**src/rtl/button_conditioner.sv**
```systemverilog
// Push-button conditioner: 2-flop synchronizer, debounce FSM, registered press/release pulses
// and a press counter. Optional auto-repeat of up_pulse while held is enabled by FLAP_REPEAT_EN.
module button_conditioner #(
  parameter int DEBOUNCE_CYCLES = 1_000_000,
  parameter int REPEAT_DELAY    = 30_000_000,
  parameter int REPEAT_PERIOD   = 15_000_000,
  parameter int CNT_W           = 21
) (
  input  logic       clk,
  input  logic       rst,
  input  logic       btn_raw,
  output logic       btn_level,
  output logic       up_pulse,
  output logic       release_pulse,
  output logic [7:0] press_cnt,
  output logic [1:0] state_dbg
);

  localparam logic [1:0] S_IDLE         = 2'd0;
  localparam logic [1:0] S_PRESS_WAIT   = 2'd1;
  localparam logic [1:0] S_PRESSED      = 2'd2;
  localparam logic [1:0] S_RELEASE_WAIT = 2'd3;

  localparam logic [CNT_W-1:0] CNT_ONE = CNT_W'(1);
  // cnt holds the number of stable s2 samples already seen; the DEBOUNCE_CYCLES-th one accepts.
  localparam logic [CNT_W-1:0] DB_LAST = CNT_W'(DEBOUNCE_CYCLES - 1);

  if (DEBOUNCE_CYCLES < 2 || longint'(DEBOUNCE_CYCLES) >= (longint'(1) << CNT_W)) begin : g_bad_cnt_w
    $error("button_conditioner: DEBOUNCE_CYCLES must be >= 2 and fit in CNT_W bits");
  end

  if (REPEAT_PERIOD < 2 || REPEAT_DELAY < REPEAT_PERIOD) begin : g_bad_repeat
    $error("button_conditioner: need REPEAT_DELAY >= REPEAT_PERIOD >= 2");
  end

  logic             s1_q, s2_q;
  logic [1:0]       state_q, state_d;
  logic [CNT_W-1:0] cnt_q, cnt_d;
  logic             level_q, level_d;
  logic             up_q, up_d;
  logic             rel_q, rel_d;
  logic [7:0]       press_cnt_q, press_cnt_d;

`ifdef FLAP_REPEAT_EN
  // The repeat counter is sized from REPEAT_DELAY itself so CNT_W only has to cover the debounce.
  localparam int RPT_W = (REPEAT_DELAY > 2) ? $clog2(REPEAT_DELAY) : 1;
  localparam logic [RPT_W-1:0] RPT_ONE    = RPT_W'(1);
  localparam logic [RPT_W-1:0] RPT_FIRE   = RPT_W'(REPEAT_DELAY - 1);
  localparam logic [RPT_W-1:0] RPT_RELOAD = RPT_W'(REPEAT_DELAY - REPEAT_PERIOD);

  logic [RPT_W-1:0] rpt_q, rpt_d;
`endif

  always_ff @(posedge clk or posedge rst) begin
    if (rst) begin
      s1_q <= 1'b0;
      s2_q <= 1'b0;
    end else begin
      s1_q <= btn_raw;
      s2_q <= s1_q;
    end
  end

  always_comb begin
    state_d     = state_q;
    cnt_d       = cnt_q;
    level_d     = level_q;
    up_d        = 1'b0;
    rel_d       = 1'b0;
    press_cnt_d = press_cnt_q;
    case (state_q)
      S_IDLE: begin
        if (s2_q) begin
          state_d = S_PRESS_WAIT;
          cnt_d   = CNT_ONE;
        end else begin
          cnt_d = '0;
        end
      end
      S_PRESS_WAIT: begin
        if (!s2_q) begin
          state_d = S_IDLE;
          cnt_d   = '0;
        end else if (cnt_q >= DB_LAST) begin
          state_d     = S_PRESSED;
          level_d     = 1'b1;
          up_d        = 1'b1;
          press_cnt_d = press_cnt_q + 8'd1;
          cnt_d       = '0;
        end else begin
          cnt_d = cnt_q + CNT_ONE;
        end
      end
      S_PRESSED: begin
        if (!s2_q) begin
          state_d = S_RELEASE_WAIT;
          cnt_d   = CNT_ONE;
        end
      end
      S_RELEASE_WAIT: begin
        if (s2_q) begin
          state_d = S_PRESSED;
          cnt_d   = '0;
        end else if (cnt_q >= DB_LAST) begin
          state_d = S_IDLE;
          level_d = 1'b0;
          rel_d   = 1'b1;
          cnt_d   = '0;
        end else begin
          cnt_d = cnt_q + CNT_ONE;
        end
      end
      default: begin
        state_d = S_IDLE;
        cnt_d   = '0;
        level_d = 1'b0;
      end
    endcase

`ifdef FLAP_REPEAT_EN
    // Counts held cycles in PRESSED; reload makes later pulses REPEAT_PERIOD apart.
    rpt_d = '0;
    if (state_q == S_PRESSED && s2_q) begin
      if (rpt_q == RPT_FIRE) begin
        rpt_d = RPT_RELOAD;
        up_d  = 1'b1;
      end else begin
        rpt_d = rpt_q + RPT_ONE;
      end
    end
`endif
  end

  always_ff @(posedge clk or posedge rst) begin
    if (rst) begin
      state_q     <= S_IDLE;
      cnt_q       <= '0;
      level_q     <= 1'b0;
      up_q        <= 1'b0;
      rel_q       <= 1'b0;
      press_cnt_q <= 8'd0;
    end else begin
      state_q     <= state_d;
      cnt_q       <= cnt_d;
      level_q     <= level_d;
      up_q        <= up_d;
      rel_q       <= rel_d;
      press_cnt_q <= press_cnt_d;
    end
  end

`ifdef FLAP_REPEAT_EN
  always_ff @(posedge clk or posedge rst) begin
    if (rst) begin
      rpt_q <= '0;
    end else begin
      rpt_q <= rpt_d;
    end
  end
`endif

  assign btn_level     = level_q;
  assign up_pulse      = up_q;
  assign release_pulse = rel_q;
  assign press_cnt     = press_cnt_q;
  assign state_dbg     = state_q;

endmodule

```
**config.mk**
```make
export PLATFORM = sky130hd
export DESIGN_NAME = button_conditioner
export DESIGN_NICKNAME = d
export VERILOG_FILES = /design/src/rtl/button_conditioner.sv
export SDC_FILE = /design/constraint.sdc
export NUM_CORES = 1
export LEC_CHECK = 0
export CORE_MARGIN = 2
export CORE_UTILIZATION = 35
export DETAILED_ROUTE_END_ITERATION = 12
export GPL_TIMING_DRIVEN = 1
export HOLD_SLACK_MARGIN = 0.15
export PLACE_DENSITY_LB_ADDON = 0.15
export SETUP_SLACK_MARGIN = 0.15
export SYNTH_ARGS = -nofsm -noshare
export SYNTH_HDL_FRONTEND = slang
export SYNTH_SLANG_ARGS = --single-unit
```
**constraint.sdc**
```tcl
create_clock -name clk -period 5.54 [get_ports clk]
set_input_delay 1.662 -clock clk [delete_from_list [all_inputs] [get_ports clk]]
set_output_delay 1.662 -clock clk [all_outputs]
set_load 0.05 [all_outputs]
```
==> flow_metrics.py <==
metrics = {
    "place": {
        "portBuffers": 15,
        "gp_congestion": 0.749,
        "dp_hpwl_mm": 2.73,
        "dp_cells": 272,
        "dp_slack_ns": 2.61,
    },
    "final_layout": {
        "drive_above_1_share_pct": 8.10,
        "layout_common_cells": "dfrtp_1, nand2_1, nand3_1",
        "diodes": 0,
        "final_cells": 280,
        "fin_nets": 214,
        "fill_cells": 524,
        "area_growth_pct": 17.7,
        "final_common_cell": "dfrtp_1",
    },
    "timing": {
        "final-hold-violation-count": 0,
        "fin_crit_sh_pct": 58.5,
        "slew_headroom_pct": 15.1,
        "fin_crit_ns": 3.24,
        "rsz0062_at_grt": "false",
        "worst_slack_ns": 2.30,
        "slew_viol_final": 0,
        "tightest_slew_ns": 1.27,
        "tns_ns": 0,
        "setup_viol": 0,
        "finClkSkew_ns": 0.00747,
        "fmax_mhz": 309,
    },
    "synthesis": {
        "ys.warnings.count": 0,
        "synth_mux_area_share_pct": 1.17,
        "synthCells": 191,
        "yosys.area_share.simple_pct": 27.6,
        "synthXorXnorAreaFrac_pct": 4.33,
        "syn_area_um2": 1820,
        "syn_nets": 196,
        "synth_fa_ha_area_share_pct": 1.37,
        "synthFlopType": "dfrtp_1",
        "synthArstFlopShare_pct": 100,
        "ys_ff_latch": 36,
        "synth_top_family_by_area": "simple AND/OR/NAND/NOR gates",
        "synth_compound_area_share_pct": 12.5,
        "syn_avg_cell_area_um2": 9.54,
        "yosysUniqueCellTypes": 39,
        "synth_edf_count": 0,
        "synth_seq_area_share_pct": 49.5,
    },
    "critical_path": {
        "critical_path_required_ns": 3.88,
        "reg2reg_from": "cnt_q[6]$_DFFE_PP0P_",
        "cp_cell_sequence": "clkdlybuf4s50_1",
        "critPathSlowestCell": "clkdlybuf4s50_1",
        "crit_fanout": 8,
        "critPathArrivalTime_ns": 1.58,
        "worst-path-buf-inv": 1,
        "worstSetupPathType": "flip-flop to primary output",
        "cp-start-kind": "flip-flop",
        "cp-end-kind": "primary output",
        "crit_family": "buffers and inverters",
        "rrSetupSlack_ns": 2.89,
        "critPathMaxStageDelay_ns": 0.84,
    },
    "floorplanning": {
        "rows": 26,
        "die_area_um2": 5800,
        "dieWidth_um": 76.1,
        "core_um2": 5070,
        "die_height_um": 76.1,
        "start_util_pct": 35.9,
        "io_pins": 16,
    },
    "worst_hold_path": {
        "hold_class": "flip-flop to flip-flop",
        "hold_start": "s1_q$_DFF_PP0_",
    },
    "power_and_ir_drop": {
        "p_leak_nw": 0.921,
        "power_mw": 0.515,
        "p_per_area_nw_per_um2": 240,
        "irDropWorstVdd_mv": 0.147,
    },
    "routing": {
        "drt-total-wl_mm": 3.94,
        "vias": 1472,
        "viasPerCell": 5.26,
        "drc": 0,
        "first_pass_iters": 4,
        "drt_iter0_drc": 76,
        "ant_nets": 0,
        "wl_per_cell_um": 14.1,
    },
    "clock_network": {
        "clk_pin_slew_ns": 0.07,
        "ctsResizeCount": 0,
        "cts_buffer_depth": 2,
        "clkLatencyLatePin_ns": 0.29,
        "numCtsBuffers": 5,
        "root_buffer": "clkbuf_8",
        "post-cts-setup-buffers": 0,
        "cts.hold.buffers_added": 0,
        "htree_levels": 2,
        "cts.sinks": 36,
        "cts_tree": "yes",
    },
    "global_route": {
        "grt_pass1_vias": 1490,
        "grt_util_all_layers_pct": 15.1,
        "grt_overflow": 0,
        "grt_max_degree": 29,
        "grt_pass1_wl_mm": 7.08,
        "antenna_found_initial": 0,
    },
    "outcome": {
        "run_status": "completed",
    },
    "run": {
        "drv_cap": 0,
    },
}
## where the power goes
group | switching (mW) | total (mW) | internal, mW
clock | 0.0949 | 0.228 | 0.133
sequential | 0.00255 | 0.267 | 0.265
combinational | 0.0137 | 0.0201 | 0.00639
total | 0.111 | 0.515 | 0.404
## synth_stat cells (2+ instances only)
library cell / number / area share, %
a21oi_1: 6 / 1.6
o21ai_0: 12 / 3.3
inv_1: 8 / 1.6
buf_6: 2 / 1.2
nor3_2: 5 / 2.7
xor2_1: 5 / 2.4
and2_1: 4 / 1.4
dfrtp_1: 36 / 49
nand4_1: 7 / 2.4
nor3b_1: 2 / 0.82
and4_1: 2 / 0.96
nand3_1: 19 / 5.2
a21o_1: 3 / 1.2
nor3_1: 3 / 0.82
and3_1: 3 / 1.0
nor2_1: 10 / 2.1
nor4_1: 3 / 1.0
nand2_1: 26 / 5.4
or3_1: 6 / 2.1
clkbuf_1: 2 / 0.41
xnor2_1: 4 / 1.9
o311ai_1: 5 / 2.4
ha_1: 2 / 1.4
## cell families after synthesis
family / count (synthesis)
and+or+nand+nor: 94
adders and majority gates: 2
xor gates and xnor gates: 9
DFF: 36
AOI/OAI and AO/OA: 35
muxes: 2
buffers and inverters: 13
## worst paths after layout
path | endpoint | cells after the start
max | state_dbg[1] | 1
max in group asynchronous | s1_q$_DFF_PP0_ | 3
min reg2reg | s2_q$_DFF_PP0_ | 0
min | s2_q$_DFF_PP0_ | 0
max reg2reg | cnt_q[18]$_DFFE_PP0P_ | 6
min in group asynchronous | press_cnt[1]$_DFFE_PP0P_ | 2
## per-layer routing
layer	share of wire, %	global-route usage, %	vias to the layer above
li1	-	-	724
met1	49	20.9	719
met2	46	23.1	23
met3	3.1	3.79	6
met4	1.4	5.09	0
met5	0	0	-
## cell type report
type	count	area (um^2)	share of cell area [%]
clock buffers	5	68.8	3.21
well taps	70	87.6	4.09
inverters	8	30.0	1.40
clock inverters	3	42.5	1.98
flip-flops and latches	36	901	42.0
repair buffers	16	158	7.36
multi-input cells	142	856	39.9
## sequential cells by signal (all words and copies together) (netlist names), named ones only
signal and flops:
btn_level 1, cnt_q 21, press_cnt 8, release_pulse 1, s1_q 1, s2_q 1, state_dbg 1, up_pulse 1
## per-stage QoR
| stage | cell area [um^2] | util (%) | hold slack, ns |
|---|---|---|---|
| floorplan | 1820 | - | 0.331 |
| global placement | 2030 | 40.0 | 0.344 |
| detailed placement | 2030 | 40.0 | 0.335 |
| CTS | 2140 | 42.2 | 0.352 |
| global route | 2140 | 42.2 | 0.378 |
| finish | 2140 | 42.2 | 0.350 |
Power figures use the tool's default switching activity.
